[config.mk]
export PLATFORM = sky130hd
export DESIGN_NAME = ddr_ctrl
export DESIGN_NICKNAME = d
export VERILOG_FILES = /design/src/rtl/ddr_ctrl_pkg.sv /design/src/rtl/ddr_ctrl.sv
export SDC_FILE = /design/constraint.sdc
export NUM_CORES = 1
export LEC_CHECK = 0
export BUFFER_PORTS_ARGS = -buffer_cell sky130_fd_sc_hd__buf_2
export CELL_PAD_IN_SITES_DETAIL_PLACEMENT = 0
export CELL_PAD_IN_SITES_GLOBAL_PLACEMENT = 1
export CORE_ASPECT_RATIO = 0.6
export CORE_UTILIZATION = 30
export CTS_CLUSTER_SIZE = 10
export DETAILED_ROUTE_END_ITERATION = 10
export PLACE_DENSITY = 0.81
export SYNTH_ARGS = -nofsm -noshare
export SYNTH_HDL_FRONTEND = slang
export SYNTH_SLANG_ARGS = --single-unit
[constraint.sdc]
create_clock -name clk -period 2.1 [get_ports clk]
set_clock_uncertainty 0.2 [all_clocks]
set_input_delay 0.42 -clock clk [delete_from_list [all_inputs] [get_ports clk]]
set_output_delay 0.42 -clock clk [all_outputs]
set_load 0.02 [all_outputs]
[src/rtl/ddr_ctrl_pkg.sv]
// Shared types and constants for the ddr_ctrl burst controller.
package ddr_ctrl_pkg;

  typedef enum logic [2:0] {
    IDLE,
    WR_BEAT,
    RD_ISSUE,
    RD_WAIT,
    RD_RESP,
    DONE
  } state_t;

  localparam int         BEAT_W         = 4;
  localparam logic [7:0] ADDR_WRAP_MASK = 8'hFF;

endpackage

[src/rtl/ddr_ctrl.sv]
// Burst controller: turns 1..16-beat read/write requests into single-word
// memory strobes, with handshaked write and read data streams.
module ddr_ctrl
  import ddr_ctrl_pkg::*;
#(
  parameter int T      = 32,
  parameter int RD_LAT = 1
) (
  input  logic             clk,
  input  logic             rstn,
  input  logic             req_valid,
  output logic             req_ready,
  input  logic             req_write,
  input  logic [T-1:0]     req_addr,
  input  logic [3:0]       req_len,
  input  logic             wr_valid,
  output logic             wr_ready,
  input  logic [T-1:0]     wr_data,
  output logic             rd_valid,
  input  logic             rd_ready,
  output logic [T-1:0]     rd_data,
  output logic             done,
  output logic             mem_we,
  output logic             mem_re,
  output logic [T-1:0]     mem_addr,
  output logic [T-1:0]     mem_wdata,
  input  logic [T-1:0]     mem_rdata
);

  localparam int LAT_W = (RD_LAT > 1) ? $clog2(RD_LAT) : 1;

  state_t            state_q, state_d;
  logic              write_q, write_d;
  logic [T-1:0]      addr_q, addr_d, addr_nxt;
  logic [BEAT_W-1:0] len_q, len_d, cnt_q, cnt_d;
  logic [LAT_W-1:0]  lat_q, lat_d;
  logic [T-1:0]      rd_data_q, rd_data_d;
  logic              last_beat;

  // Only the low byte walks; the page bits above it stay pinned.
  assign addr_nxt  = {addr_q[T-1:8], (addr_q[7:0] + 8'd1) & ADDR_WRAP_MASK};
  assign last_beat = (cnt_q == len_q);

  always_comb begin
    state_d   = state_q;
    write_d   = write_q;
    addr_d    = addr_q;
    len_d     = len_q;
    cnt_d     = cnt_q;
    lat_d     = lat_q;
    rd_data_d = rd_data_q;
    req_ready = 1'b0;
    wr_ready  = 1'b0;
    rd_valid  = 1'b0;
    done      = 1'b0;
    mem_we    = 1'b0;
    mem_re    = 1'b0;
    mem_addr  = '0;
    mem_wdata = '0;

    case (state_q)
      IDLE: begin
        req_ready = 1'b1;
        if (req_valid) begin
          write_d = req_write;
          addr_d  = req_addr;
          len_d   = req_len;
          cnt_d   = '0;
          state_d = req_write ? WR_BEAT : RD_ISSUE;
        end
      end
      WR_BEAT: begin
        wr_ready = 1'b1;
        if (wr_valid) begin
          mem_we    = write_q;
          mem_addr  = addr_q;
          mem_wdata = wr_data;
          addr_d    = addr_nxt;
          if (last_beat) state_d = DONE;
          else           cnt_d   = cnt_q + 1'b1;
        end
      end
      RD_ISSUE: begin
        mem_re   = ~write_q;
        mem_addr = addr_q;
        lat_d    = '0;
        state_d  = RD_WAIT;
      end
      RD_WAIT: begin
        if (lat_q == LAT_W'(RD_LAT - 1)) begin
          rd_data_d = mem_rdata;
          state_d   = RD_RESP;
        end else begin
          lat_d = lat_q + 1'b1;
        end
      end
      RD_RESP: begin
        rd_valid = 1'b1;
        if (rd_ready) begin
          addr_d = addr_nxt;
          if (last_beat) begin
            state_d = DONE;
          end else begin
            cnt_d   = cnt_q + 1'b1;
            state_d = RD_ISSUE;
          end
        end
      end
      DONE: begin
        done    = 1'b1;
        state_d = IDLE;
      end
      default: state_d = IDLE;
    endcase

    // Outputs are forced quiet the moment reset is asserted, not one edge later.
    if (!rstn) begin
      req_ready = 1'b0;
      wr_ready  = 1'b0;
      rd_valid  = 1'b0;
      done      = 1'b0;
      mem_we    = 1'b0;
      mem_re    = 1'b0;
      mem_addr  = '0;
      mem_wdata = '0;
    end
  end

  assign rd_data = rd_data_q & {T{rstn}};

  always_ff @(posedge clk) begin
    if (!rstn) begin
      state_q   <= IDLE;
      write_q   <= 1'b0;
      addr_q    <= '0;
      len_q     <= '0;
      cnt_q     <= '0;
      lat_q     <= '0;
      rd_data_q <= '0;
    end else begin
      state_q   <= state_d;
      write_q   <= write_d;
      addr_q    <= addr_d;
      len_q     <= len_d;
      cnt_q     <= cnt_d;
      lat_q     <= lat_d;
      rd_data_q <= rd_data_d;
    end
  end

endmodule

==> reports/summary.txt <==
status - finished, violations left
failing checks - setup timing
GRT Util Overall - 17.3%
routability cong. - 0.835
simple-gate share of the synthesized area - 36.6%
Final period util - 111%
H-tree levels - 3
placed cell count - 867
worst slew pin tran - 767 ps
flop2flop setup slack - 170 ps
synthesized flop and latch total - 76
Rows - 31
syn_area_per_cell - 7.38 um^2
drt total wl - 13,000 um
post-layout power - 0.00565 W
vias in the first global route - 3,546
switching pwr - 0.00201 W
multiplexer share of the synthesized area - 0.261%
total internal power - 0.00364 W
area of the mapped netlist - 0.00383 mm^2
post-DP HPWL - 8280 um
fin. max-slew vios - 0
first-pass GRT wire length - 17,900 um
Fin. Hold Viols - 0
initial antenna violation count - 1
Clk pwr share - 27.1%
TritonCTS Buffers - 9
Synth Area in Compound Gates - 15.9%
TritonCTS clock tree - yes
reg-to-reg critical path endpoint - cnt_q[2]
FILL cells - 1,158
Place WS - 116 ps
hold path depth - 3
R2R cell count - 6
leak pwr - 2.78 nW
r2r startpoint - state_q[1]
Max Cap Viol - 0
combinational cell fraction of total power - 40.5%
PnR worst setup slack - -228 ps
fmax - 429 MHz
multi-input gate area in the final layout - 0.00228 mm^2
Ports - 208
CP startpoint kind - register
share of layout cells above drive strength 1 - 41.3%
post-synth cell types - 44
Chip Width - 148 um
largest net degree at the start of global routing - 70
Starting Density - 31.2%
# clock sinks - 76
EDFF count, synth - 0
Max-slew headroom - 48.9%
WL/cell - 14.5 um
critical setup path kind - register to output port
Cell Count, Final, Fillers Out - 894
final instance area - 0.00614 mm^2
Req. time, crit path - 1480 ps
hold path startpoint - mem_rdata[23]
Synth Instances - 519
Antenna Violating Nets Remaining - 0
nets@finish - 833
Synth Warn # - 0
final setup fails - 66
Core Region - 0.0123 mm^2
first drt pass iteration count - 4
Reg area - 0.00153 mm^2
vias per cell - 4.88
RSZ-0062 raised after global routing - true
Root Buffer - clkbuf_16
DRC viols - 0
largest family of logic cells by synthesized area - simple AND/OR/NAND/NOR gates
Adder-Cell Fraction of Synth Area - 0.654%
CP arrival - 1710 ps
PD cells - 920 mW/mm^2
drt first-iter violations - 153
sequential share of power - 32.5%
VDD IR max - 400 uV
Net Sw Frac - 35.6%
via count - 4,360
CTS Hold Buffers Added - 0
syn nets - 627
Crit. End Element - output port
Post-Place Cell Area - 0.00513 mm^2
CP Max Fanout - 8
die area - 0.0132 mm^2
DIE HEIGHT - 89.5 um
maximum clock path buffer count - 2
sequential fraction of the synthesis area - 39.7%
hold crit path type - input port to register
Clock Pin Slew Worst Setup and Hold Paths - 60 ps
worst skew pair latency - 330 ps
Post-synth top flop - dfxtp_1
Worst Hold Endpoint - rd_data_q[23]
XOR/XNOR Fraction of Synth Area - 1.34%
Tmin final - 2330 ps
Port Buffers - 207
FFs w/ async S/R, synth - 0%
area grow syn2layout - 60.4%
Congestion Overflow GR - 0
Antenna diodes - 0
[state kept, by name, summed over array words and instances, names as in the netlist]
name and count:
rd_data_q 32, cnt_q 4, state_q 3, write_q 1, addr_q 32, len_q 4
[cell type report]
class                           instances  share of cell area (%)
Inverter                                4                   0.306
Clock inverter                          4                   0.815
Multi-Input combinational cell        395                    37.1
Tap cell                              165                    3.36
Timing Repair Buffer                  239                    29.6
Clock buffer                           11                    3.95
Sequential cell                        76                    24.9
[Yosys cell counts, types with 2 or more instances]
master / instances / share of area (%)
o211ai_1: 2 / 0.39
o31a_1: 4 / 0.91
inv_1: 3 / 0.29
and4_1: 2 / 0.46
nand3_1: 5 / 0.65
buf_2: 12 / 1.6
nand2b_1: 4 / 0.65
nand2_1: 136 / 13
o22ai_1: 5 / 0.82
o221a_2: 2 / 0.59
and2_1: 64 / 10
nor4b_1: 4 / 0.91
ha_1: 2 / 0.65
nor2b_1: 2 / 0.33
o21a_1: 3 / 0.59
o21ai_0: 10 / 1.3
dfxtp_1: 76 / 40
nor2_1: 6 / 0.59
nand4_1: 3 / 0.49
clkbuf_1: 28 / 2.7
and3_1: 36 / 5.9
nor3_1: 10 / 1.3
a31oi_1: 4 / 0.65
a21oi_1: 73 / 9.5
xnor2_1: 4 / 0.91
[cell usage in the layout, fill, tap and decap left out, types with 10 or more instances in the layout]
master     Yosys  layout
buf_2         12     140
a21oi_1       73      72
and2_1        64      48
and3_1        36      22
buf_6          1      70
and3_4         0      14
o21ai_0       10      10
and2_4         0      16
buf_4          1      20
dfxtp_1       76      73
nand2_1      136     135
clkbuf_16      0      11
[layer usage]
| layer | up-vias | GRT usage, % | share of wire, % |
|---|---|---|---|
| li1 | 2154 | - | - |
| met1 | 2018 | 23.8 | 45 |
| met2 | 173 | 24.4 | 44 |
| met3 | 15 | 7.50 | 10 |
| met4 | 0 | 4.59 | 1.0 |
| met5 | - | 0 | 0 |
[cell families after synthesis]
logic type,count (synthesis)
simple gates,279
buf+inv,48
fa+ha+maj,2
mux,1
flops,76
compound gates,108
xor+xnor,5
[stage by stage]
stage	TNS, ps	util, %	hold WS, ps
after floorplan	0	-	232
after global placement	0	41.8	237
after detailed placement	0	41.8	244
after CTS	-12050	46.5	105
after global routing	-14560	50.1	118
final	-9860	50.1	118
[how the worst max path moves through the flow]
stage	slack, ps	endpoint	cells past startpoint	startpoint
4_1_cts	-210	mem_addr[29]	7	state_q[0]
6_report	-230	mem_wdata[4]	7	state_q[0]
3_5_place_dp	120	mem_addr[13]	6	wr_valid
5_1_grt	-260	mem_wdata[10]	7	state_q[0]
3_3_place_gp	130	mem_addr[13]	6	wr_valid
2_1_floorplan	30	mem_wdata[23]	5	rstn
[critical path, stage by stage (launching register included)]
cell and delay, ps:
dfxtp_4 370, buf_6 130, nand2_4 60, nor3_4 210
buf_6 150, buf_6 130, and3_1 190, buf_6 130
[power groups by stage]
stage          registers [W]  clock network, W  logic (W)
3_5_place_dp         0.00183                 0    0.00189
2_1_floorplan        0.00177                 0    0.00129
3_3_place_gp         0.00183                 0    0.00186
5_1_grt              0.00186           0.00164    0.00248
6_report             0.00183           0.00153    0.00229
4_1_cts              0.00181           0.00158    0.00203
[what timing repair did]
item | CTS | global route
gates cloned | 1 | 5
gates resized for setup | 80 | 104
setup buffers | 2 | 6
endpoints found under the setup margin | 68 | 68
pin swaps | 2 | 12
Note: power is estimated with default switching activity, not from simulation.
